## config.mk

```make
export PLATFORM = sky130hd
export DESIGN_NAME = adc_channel_arbiter_flat
export DESIGN_NICKNAME = d
export VERILOG_FILES = /design/src/rtl/adc_channel_arbiter_if.sv /design/src/rtl/adc_channel_arbiter.sv /design/src/flat_wrapper.sv
export SDC_FILE = /design/constraint.sdc
export NUM_CORES = 1
export LEC_CHECK = 0
export CAP_MARGIN = 0
export CORE_AREA = 2 2 157 159
export DETAILED_ROUTE_END_ITERATION = 12
export DIE_AREA = 0 0 159 161
export GPL_ROUTABILITY_DRIVEN = 1
export PLACE_DENSITY = 0.74
export REMOVE_ABC_BUFFERS = 1
export SLEW_MARGIN = 20
export SYNTH_ARGS = -nofsm -noshare
export SYNTH_HDL_FRONTEND = slang
export SYNTH_SLANG_ARGS = --single-unit
```

## constraint.sdc

```tcl
create_clock -name clk210_p -period 5.4 [get_ports clk210_p]
set_clock_uncertainty 0.05 [all_clocks]
set_input_delay 1.08 -clock clk210_p [delete_from_list [all_inputs] [get_ports clk210_p]]
set_output_delay 1.08 -clock clk210_p [all_outputs]
set_load 0.02 [all_outputs]
```

## src/rtl/adc_channel_arbiter_if.sv

```systemverilog
// Bundle between the ADC bank/timekeeper side and the fifo_ram write side of the channel arbiter.
// master = arbiter, slave = surrounding system (ADC bank, timekeeper, fifo_ram, status consumer).
interface adc_channel_arbiter_if #(
  parameter int NUM_CH = 4,
  parameter int DATA_W = 16,
  parameter int TS_W   = 32
);
  localparam int PKT_W = 16 + TS_W + DATA_W;

  logic                     enable_p;
  logic                     timekeeper_ready_p;
  logic [TS_W-1:0]          timestamp_p;
  logic [NUM_CH*DATA_W-1:0] adc_data_in_p;
  logic [NUM_CH-1:0]        adc_data_received_p;
  logic                     fifo_full_p;
  logic                     fifo_wr_en_p;
  logic [PKT_W-1:0]         fifo_wr_data_p;
  logic [NUM_CH-1:0]        pending_p;
  logic [NUM_CH-1:0]        overrun_p;

  modport master (
    input  enable_p, timekeeper_ready_p, timestamp_p, adc_data_in_p,
    input  adc_data_received_p, fifo_full_p,
    output fifo_wr_en_p, fifo_wr_data_p, pending_p, overrun_p
  );

  modport slave (
    output enable_p, timekeeper_ready_p, timestamp_p, adc_data_in_p,
    output adc_data_received_p, fifo_full_p,
    input  fifo_wr_en_p, fifo_wr_data_p, pending_p, overrun_p
  );
endinterface

```

## src/rtl/adc_channel_arbiter.sv

```systemverilog
// Round-robin merge of NUM_CH timestamped ADC samples into one 64-bit fifo_ram write port.
// Optional macro ADC_ARB_OVERRUN_CNT_EN adds per-channel saturating drop counters reported in flags[7:1].
module adc_channel_arbiter #(
  parameter int NUM_CH = 4,
  parameter int DATA_W = 16,
  parameter int TS_W   = 32
) (
  input  logic                  clk210_p,
  input  logic                  reset_n_p,
  adc_channel_arbiter_if.master bus
);
  localparam int PKT_W = 16 + TS_W + DATA_W;
  localparam int CH_W  = (NUM_CH > 1) ? $clog2(NUM_CH) : 1;

  typedef enum logic {ARB_IDLE, ARB_WRITE} state_t;

  state_t              state, state_next;
  logic [CH_W-1:0]     rr_ptr;
  logic [NUM_CH-1:0]   pending, overrun, capture, drop;
  logic [DATA_W-1:0]   hold_data [NUM_CH];
  logic [TS_W-1:0]     hold_ts   [NUM_CH];

  logic                grant_p0;
  logic [CH_W-1:0]     gnt_idx_p0, idx_hi, idx_lo;
  logic                found_hi;
  logic [NUM_CH-1:0]   gnt_vec_p0;
  logic [7:0]          flags_p0;

  logic                wr_en_p1;
  logic [PKT_W-1:0]    wr_data_p1;

`ifdef ADC_ARB_OVERRUN_CNT_EN
  logic [7:0]          drop_cnt [NUM_CH];

  function automatic logic [7:0] sat_inc(input logic [7:0] c);
    return (c == 8'hFF) ? c : c + 8'd1;
  endfunction

  function automatic logic [6:0] clamp7(input logic [7:0] c);
    return c[7] ? 7'h7F : c[6:0];
  endfunction
`endif

  assign capture = bus.adc_data_received_p & {NUM_CH{bus.timekeeper_ready_p}};
  // A grant frees the slot in the same cycle, so a coincident pulse is a capture, not a drop.
  assign drop    = capture & pending & ~gnt_vec_p0;

  assign bus.fifo_wr_en_p   = wr_en_p1;
  assign bus.fifo_wr_data_p = wr_data_p1;
  assign bus.pending_p      = pending;
  assign bus.overrun_p      = overrun;

  always_ff @(posedge clk210_p or negedge reset_n_p) begin
    if (!reset_n_p) state <= ARB_IDLE;
    else            state <= state_next;
  end

  always_comb begin
    state_next = state;
    case (state)
      ARB_IDLE:  if (grant_p0) state_next = ARB_WRITE;
      ARB_WRITE: state_next = ARB_IDLE;
    endcase
  end

  // Stage p0: pick the first pending channel at or above rr_ptr, else the lowest one below it.
  always_comb begin
    found_hi   = 1'b0;
    idx_hi     = '0;
    idx_lo     = '0;
    gnt_vec_p0 = '0;
    for (int k = NUM_CH - 1; k >= 0; k--) begin
      if (pending[k]) begin
        if (k >= 32'(rr_ptr)) begin
          found_hi = 1'b1;
          idx_hi   = CH_W'(k);
        end else begin
          idx_lo   = CH_W'(k);
        end
      end
    end
    grant_p0   = (state == ARB_IDLE) && bus.enable_p && !bus.fifo_full_p && (|pending);
    gnt_idx_p0 = found_hi ? idx_hi : idx_lo;
    if (grant_p0) gnt_vec_p0[gnt_idx_p0] = 1'b1;
`ifdef ADC_ARB_OVERRUN_CNT_EN
    flags_p0 = {clamp7(drop_cnt[gnt_idx_p0]), overrun[gnt_idx_p0]};
`else
    flags_p0 = {7'd0, overrun[gnt_idx_p0]};
`endif
  end

  // Stage p1: registered write port; data holds between strobes.
  always_ff @(posedge clk210_p or negedge reset_n_p) begin
    if (!reset_n_p) begin
      wr_en_p1   <= 1'b0;
      wr_data_p1 <= '0;
      rr_ptr     <= '0;
    end else begin
      wr_en_p1 <= grant_p0;
      if (grant_p0) begin
        wr_data_p1 <= {8'(gnt_idx_p0), flags_p0, hold_ts[gnt_idx_p0], hold_data[gnt_idx_p0]};
        rr_ptr     <= (gnt_idx_p0 == CH_W'(NUM_CH - 1)) ? '0 : gnt_idx_p0 + 1'b1;
      end
    end
  end

  always_ff @(posedge clk210_p or negedge reset_n_p) begin
    if (!reset_n_p) begin
      pending <= '0;
      overrun <= '0;
      for (int k = 0; k < NUM_CH; k++) begin
        hold_data[k] <= '0;
        hold_ts[k]   <= '0;
      end
    end else begin
      for (int k = 0; k < NUM_CH; k++) begin
        if (capture[k] && (!pending[k] || gnt_vec_p0[k])) begin
          hold_data[k] <= bus.adc_data_in_p[k*DATA_W +: DATA_W];
          hold_ts[k]   <= bus.timestamp_p;
        end
        if (capture[k])         pending[k] <= 1'b1;
        else if (gnt_vec_p0[k]) pending[k] <= 1'b0;
        if (drop[k])            overrun[k] <= 1'b1;
        else if (gnt_vec_p0[k]) overrun[k] <= 1'b0;
      end
    end
  end

`ifdef ADC_ARB_OVERRUN_CNT_EN
  always_ff @(posedge clk210_p or negedge reset_n_p) begin
    if (!reset_n_p) begin
      for (int k = 0; k < NUM_CH; k++) drop_cnt[k] <= '0;
    end else begin
      for (int k = 0; k < NUM_CH; k++) begin
        if (gnt_vec_p0[k])  drop_cnt[k] <= '0;
        else if (drop[k])   drop_cnt[k] <= sat_inc(drop_cnt[k]);
      end
    end
  end
`endif
endmodule

```

## src/flat_wrapper.sv

```systemverilog
// flat-port wrapper written by rule: the top's interface ports become plain ports
module adc_channel_arbiter_flat 
#(
  parameter int NUM_CH = 4,
  parameter int DATA_W = 16,
  parameter int TS_W   = 32
)
  (clk210_p, reset_n_p, bus_enable_p, bus_timekeeper_ready_p, bus_timestamp_p, bus_adc_data_in_p, bus_adc_data_received_p, bus_fifo_full_p, bus_fifo_wr_en_p, bus_fifo_wr_data_p, bus_pending_p, bus_overrun_p);
  adc_channel_arbiter_if #(.NUM_CH(NUM_CH), .DATA_W(DATA_W), .TS_W(TS_W)) bus_i ();
  input  logic clk210_p;
  input  logic reset_n_p;
  input wire logic [$bits(bus_i.enable_p)-1:0] bus_enable_p;
  input wire logic [$bits(bus_i.timekeeper_ready_p)-1:0] bus_timekeeper_ready_p;
  input wire logic [$bits(bus_i.timestamp_p)-1:0] bus_timestamp_p;
  input wire logic [$bits(bus_i.adc_data_in_p)-1:0] bus_adc_data_in_p;
  input wire logic [$bits(bus_i.adc_data_received_p)-1:0] bus_adc_data_received_p;
  input wire logic [$bits(bus_i.fifo_full_p)-1:0] bus_fifo_full_p;
  output wire logic [$bits(bus_i.fifo_wr_en_p)-1:0] bus_fifo_wr_en_p;
  output wire logic [$bits(bus_i.fifo_wr_data_p)-1:0] bus_fifo_wr_data_p;
  output wire logic [$bits(bus_i.pending_p)-1:0] bus_pending_p;
  output wire logic [$bits(bus_i.overrun_p)-1:0] bus_overrun_p;
  assign bus_i.enable_p = bus_enable_p;
  assign bus_i.timekeeper_ready_p = bus_timekeeper_ready_p;
  assign bus_i.timestamp_p = bus_timestamp_p;
  assign bus_i.adc_data_in_p = bus_adc_data_in_p;
  assign bus_i.adc_data_received_p = bus_adc_data_received_p;
  assign bus_i.fifo_full_p = bus_fifo_full_p;
  assign bus_fifo_wr_en_p = bus_i.fifo_wr_en_p;
  assign bus_fifo_wr_data_p = bus_i.fifo_wr_data_p;
  assign bus_pending_p = bus_i.pending_p;
  assign bus_overrun_p = bus_i.overrun_p;
  adc_channel_arbiter #(.NUM_CH(NUM_CH), .DATA_W(DATA_W), .TS_W(TS_W)) u_core (.clk210_p(clk210_p), .reset_n_p(reset_n_p), .bus(bus_i));
endmodule
```

==> results by group, run 1 <==
Logic synthesis
  • Post-synthesis cell type count: 37
  • Register area share after synthesis: a little over half
  • Post-synth top area cell: dfrtp_1
  • Syn avg cell area: ~11 um^2
  • Synth Instances: 1066
  • Top post-synthesis cells by area: dfrtp_1 53%, mux2_2 13%, o21ai_0 4.2%, a222oi_1 4.1%, mux2i_1 4.1%
  • Synth warnings: 0
  • Synthesis-stage register bit count: 255
  • Yosys top cell area share: 52.9%
  • Post-synthesis cell area: 12100 um^2

Global routing
  • Largest net degree at the start of global routing: 100
  • Gr ovfl total: 0
  • Number of global-route vias before repair: 9251
  • Initial antenna violation count: 0
  • First-pass GRT wire length: 49900 um
  • GRT Overall Usage: 23.9%

Routing
  • Routed met3 length: 1780 um
  • Via count: around 9400
  • Starting DRT DRC Count: 1111
  • M1 WL: 13600 um
  • Post-Route WL: 31100 um
  • Post-DRT Antenna Nets: 0
  • Met2 WL: 15000 um
  • Max Used Layer: met4
  • DR WL/cell: 20.5 um
  • Vias per cell: 6.17
  • First-pass DRT Iterations: 6
  • DRC viols: 0

Worst hold path
  • Min-Delay Path Class: register to register

Floorplan
  • Io pins: 178
  • Row cnt: 57
  • Core Area: 24000 um^2
  • Die area: 25600 um^2
  • Die Y: 161 um
  • Initial core utilization: 50.3%
  • Die W: 159 um

Timing
  • Final Hold Violating Endpoints: 0
  • Slew margin rel.: between 20% and 30%
  • Max Fclk: 0.267 GHz
  • Period minus WS final: about 3.8 ns
  • Setup violations, final: 0
  • Max Slew Vio Count: 0
  • Crit share post-route: 69.5%
  • Worst Max-Slew Pin Slew: 1.08 ns
  • RSZ-0062 raised after global routing: false
  • Final TNS setup: 0 ns
  • Hold_ws: around 0.43 ns

Clock network
  • # Post-CTS Setup Buffers: 0
  • H-Tree Level Count: 1
  • Clk slew on worst S/H paths: 0.06 ns
  • Number of buffers created by CTS: 28
  • Clock latency at the later pin of the worst-skew pair: 0.53 ns
  • Hold-fix buffers, CTS: 0
  • Clock sinks: 255
  • CTS root buffer: clkbuf_16
  • CTS tree: built
  • Deepest clock path buffer count: 3
  • Post-cts sizing count: 0

Run
  • # Max-Cap Violations: 0

Placement
  • Hpwl dp: between 15000 and 20000 um
  • Placed Cells: 1466
  • Gpl congestion: between 0.7 and 0.8
  • Port-buffer cells: roughly 160
  • Placed cell area: ~14000 um^2

Final layout
  • Area grow syn2layout: 22.9%
  • Layout net count: 1278
  • Share of layout cells above drive strength 1: 19.4%
  • Finished Layout Cells: 1517
  • Ant. Diodes: 0
  • Fin area: around 15000 um^2
  • Most frequent cells in the layout: 254 x dfrtp_1, 161 x clkdlybuf4s50_1, 136 x mux2_2
  • Most common cell after layout, fill and taps aside: dfrtp_1

Power
  • LEAKAGE: 6.25 nW
  • Max IR drop VDD: 0.379 mV
  • PwrDens: slightly below 600 nW/um^2
  • PnR Total Power: 8.64 mW

Critical path
  • Crit path DAT: 2.62 ns
  • CP Class: register to primary output
  • CP required: 4.27 ns
  • Crit start category: register
  • Crit end category: primary output
  • Crit-path max FO: 89

Status
  • Outcome: finished, final reports clean
==> per-stage QoR <==
stage | setup slack, ns | util, %
after global placement | 1.27 | 57.6
after detailed placement | 1.19 | 57.6
final | 1.65 | 61.9
after global routing | 1.55 | 61.9
after floorplan | -5.26 | -
after CTS | 1.62 | 61.8
==> cells by family (layout without fill, tap and decap cells) <==
logic type / Yosys count / count (layout) / share of synthesized area (%)
compound gates: 266 / 266 / 16.0
flops: 255 / 255 / 52.9
simple gates: 229 / 229 / 8.75
mux: 193 / 193 / 17.5
buf+inv: 122 / 237 / 4.82
other cells: 1 / 13 / 0.0311
==> final cells by class <==
type                       instances  area (um^2)
multi-input combinational        701         5230
sequential                       255         6380
tap                              324          405
fill                            1946         9130
timing repair buffer             182         1800
clock inverter                     7          160
clock buffer                      43          828
inverter                           5         18.8
==> registers in the layout, indices dropped and copies added, names as in the netlist <==
name,flops
u_core.bus.pending_p,4
u_core.bus.fifo_wr_data_p,51
u_core.bus.fifo_wr_en_p,1
u_core.hold_ts,128
u_core.rr_ptr,2
u_core.hold_data,64
u_core.bus.overrun_p,4
u_core.state,1
==> critical path, cell delays in order (launching register included) <==
cell and delay (ns):
dfrtp_4 0.54, buf_4 0.78, clkdlybuf4s50_1 0.76
==> cells in the mapped netlist (all sizes together) <==
| master | count |
|---|---|
| inv | 5 |
| nand2 | 107 |
| o31ai | 1 |
| or4 | 1 |
| nand2b | 3 |
| nor2b | 3 |
| dfrtp | 255 |
| clkbuf | 68 |
| a211oi | 1 |
| a21oi | 7 |
| nand3 | 99 |
| or3b | 1 |
| o21a | 2 |
| o21ba | 1 |
| buf | 49 |
| mux2i | 49 |
| nor2 | 10 |
| mux2 | 144 |
| o311ai | 48 |
| a31oi | 53 |
| conb | 1 |
| nor3 | 1 |
| o32ai | 1 |
| o21ai | 103 |
| nor4 | 2 |
| a222oi | 49 |
| or2 | 2 |
==> per-layer routing <==
metal  GRT usage [%]  up-vias
met5               0        -
met4            7.52        0
met3            3.13       51
met2            39.3      361
met1            33.2     4742
li1                -     4212
==> path summary, 6_finish.rpt <==
kind / from / end / slack, ns / cells past startpoint
max in group asynchronous: reset_n_p / u_core.bus.pending_p[1] / 3.80 / 2
min in group asynchronous: reset_n_p / u_core.hold_data[10] / 0.52 / 1
max: u_core.bus.pending_p[1] / bus_pending_p[1] / 1.65 / 2
min reg2reg: u_core.hold_data[58] / u_core.hold_data[58] / 0.43 / 1
max reg2reg: u_core.bus.pending_p[1] / u_core.bus.fifo_wr_data_p[34] / 2.31 / 6
min: u_core.hold_data[58] / u_core.hold_data[58] / 0.43 / 1
==> where the power goes <==
part | total [mW] | internal [mW] | switching, mW | leakage [nW]
Clock | 2.04 | 1.29 | 0.751 | 0.482
Sequential | 3.27 | 2.74 | 0.529 | 2.93
Combinational | 3.34 | 1.58 | 1.75 | 2.84
Total | 8.64 | 5.61 | 3.03 | 6.25
Power figures use the tool's default switching activity.
==> run 2, diff against run 1 <==
- clock period: 5.4 -> 3.7 ns (I/O delays scaled with it)
==> results by group, run 2 (synthesized netlist as in run 1, its figures left out) <==
Routing
  • Post-DRT Antenna Nets: 0 (unchanged)
  • Post-Route WL: 31600 um (was 31100 um)
  • Starting DRT DRC Count: 900 (was 1111)
  • First-pass DRT Iterations: 7 (was 6)
  • DRC viols: 0 (unchanged)
  • Via count: 9440 (was 9366)
  • DR WL/cell: 20.7 um (was 20.5 um)
  • Vias per cell: 6.17 (about the same)

Placement
  • Port-buffer cells: 164 (unchanged)
  • Placed Cells: 1478 (was 1466)
  • Hpwl dp: 18400 um (was 17300 um)
  • Gpl congestion: 0.764 (was 0.741)

Final layout
  • Layout net count: 1289 (was 1278)
  • Final Core Density: 62.4% (was 61.9%)
  • Share of layout cells above drive strength 1: 20.8% (was 19.4%)
  • Fillers: 1911 (was 1946)
  • Ant. Diodes: 0 (unchanged)
  • Area of the multi-input gates: 5230 um^2 (unchanged)
  • Finished Layout Cells: 1529 (was 1517)
  • Area grow syn2layout: 23.9% (was 22.9%)
  • Register area: 6380 um^2 (unchanged)
  • Most flops, register: u_core.hold_ts (unchanged)
  • Most frequent cells in the layout: 254 x dfrtp_1, 161 x clkdlybuf4s50_1, 136 x mux2_2 (unchanged)
  • Largest register FFs: 128 (unchanged)
  • Most common cell after layout, fill and taps aside: dfrtp_1 (unchanged)

Timing
  • Slew margin rel.: 26.6% (was 28.1%)
  • Period minus WS final: 3.01 ns
  • RSZ-0062 raised after global routing: false (unchanged)
  • Final TNS setup: 0 ns (unchanged)
  • Crit share post-route: 81.4%
  • Max Slew Vio Count: 0 (unchanged)
  • Final Hold Violating Endpoints: 0 (unchanged)
  • Setup violations, final: 0 (unchanged)
  • Worst Max-Slew Pin Slew: 1.10 ns (was 1.08 ns)
  • Max Fclk: approximately 0.33 GHz

Critical path
  • Crit end category: primary output (unchanged)
  • CP cell instances: buf_4, clkdlybuf4s50_1 (unchanged)
  • Crit path DAT: 2.22 ns (was 2.62 ns)
  • Crit start category: register (unchanged)
  • CP Class: register to primary output (unchanged)
  • Worst path max stage delay: 0.70 ns (was 0.78 ns)
  • CP max stage cell: clkdlybuf4s50_1 (was buf_4)
  • Crit-path max FO: 35 (was 89)
  • CP required: 2.91 ns (was 4.27 ns)

Global routing
  • Largest net degree at the start of global routing: 98 (was 100)
  • GRT Overall Usage: 24.6% (was 23.9%)
  • First-pass GRT wire length: 51500 um (was 49900 um)
  • Initial antenna violation count: 2 (was 0)
  • Number of global-route vias before repair: 9536 (was 9251)
  • Gr ovfl total: 0 (unchanged)

Power
  • Max IR drop VDD: 0.427 mV (was 0.379 mV)
  • PwrDens: 847 nW/um^2 (was 583 nW/um^2)
  • LEAKAGE: 6.33 nW (was 6.25 nW)
  • PnR Total Power: 12.7 mW (was 8.64 mW)

Floorplan
  • Die area: 25600 um^2 (unchanged)
  • Die W: 159 um (unchanged)
  • Initial core utilization: 50.3% (unchanged)
  • Row cnt: 57 (unchanged)
  • Io pins: 178 (unchanged)
  • Core Area: 24000 um^2 (unchanged)
  • Die Y: 161 um (unchanged)

Clock network
  • Clock sinks: 255 (unchanged)
  • CTS root buffer: clkbuf_16 (unchanged)
  • Number of buffers created by CTS: 28 (unchanged)
  • Deepest clock path buffer count: 3 (unchanged)
  • CTS tree: built (unchanged)
  • Clock latency at the later pin of the worst-skew pair: 0.54 ns (was 0.53 ns)
  • Clk slew on worst S/H paths: 0.06 ns (about the same)
  • H-Tree Level Count: 1 (unchanged)
  • Post-cts sizing count: 0 (unchanged)
  • Hold-fix buffers, CTS: 0 (unchanged)
  • # Post-CTS Setup Buffers: 0 (unchanged)

Status
  • Outcome: finished, final reports clean (unchanged)

Run
  • # Max-Cap Violations: 0 (unchanged)

Worst hold path
  • Min-Delay Path Class: input port to async pin (was register to register)
[run 2: through the flow]
step | hold WS [ns] | setup slack [ns] | cell area, um^2
after global routing | 0.190 | 0.601 | 14900
after global placement | 0.416 | 0.350 | 13900
after floorplan | 0.394 | -6.96 | 11500
final | 0.139 | 0.690 | 14900
after detailed placement | 0.425 | 0.246 | 13900
after CTS | 0.160 | 0.677 | 14900
[run 2: metal layers]
metal  track usage [%]  vias to the layer above  wire length (um)
met5                 0                        -                26
met3              3.36                       66              1900
met4              7.77                        4               736
li1                  -                     4238                 -
met1              33.7                     4809             13700
met2              40.9                      323             15200
[run 2: path summary, 6_finish.rpt]
path | cells past startpoint | slack, ns | start | end
min reg2reg | 1 | 0.43 | u_core.hold_ts[96] | u_core.hold_ts[96]
min | 1 | 0.14 | reset_n_p | u_core.bus.fifo_wr_data_p[7]
max | 2 | 0.69 | u_core.bus.pending_p[1] | bus_pending_p[1]
max in group asynchronous | 2 | 2.61 | reset_n_p | u_core.bus.pending_p[1]
max reg2reg | 6 | 1.00 | u_core.bus.pending_p[1] | u_core.hold_data[47]
min in group clk210_p | 1 | 0.43 | u_core.hold_ts[96] | u_core.hold_ts[96]
[run 2: cell type report]
type / instances / share of cell area (%)
Tap cell: 324 / 2.71
Clock buffer: 43 / 6.01
Clock inverter: 8 / 0.795
Timing Repair Buffer: 193 / 12.7
Sequential cell: 255 / 42.7
Inverter: 5 / 0.126
Multi-Input combinational cell: 701 / 35.0
[run 2: critical path: cells and delay by family (launching register included)]
| kind | cells | cell delay (ns) |
|---|---|---|
| buffers and inverters | 2 | 1.09 |
| DFF | 1 | 0.57 |
[run 2: power by group]
group	leakage, nW	total (mW)	switching (mW)	internal [mW]
sequential	2.93	4.78	0.778	4.00
clock	0.509	2.98	1.11	1.87
combinational	2.89	4.91	2.58	2.33
total	6.33	12.7	4.47	8.20
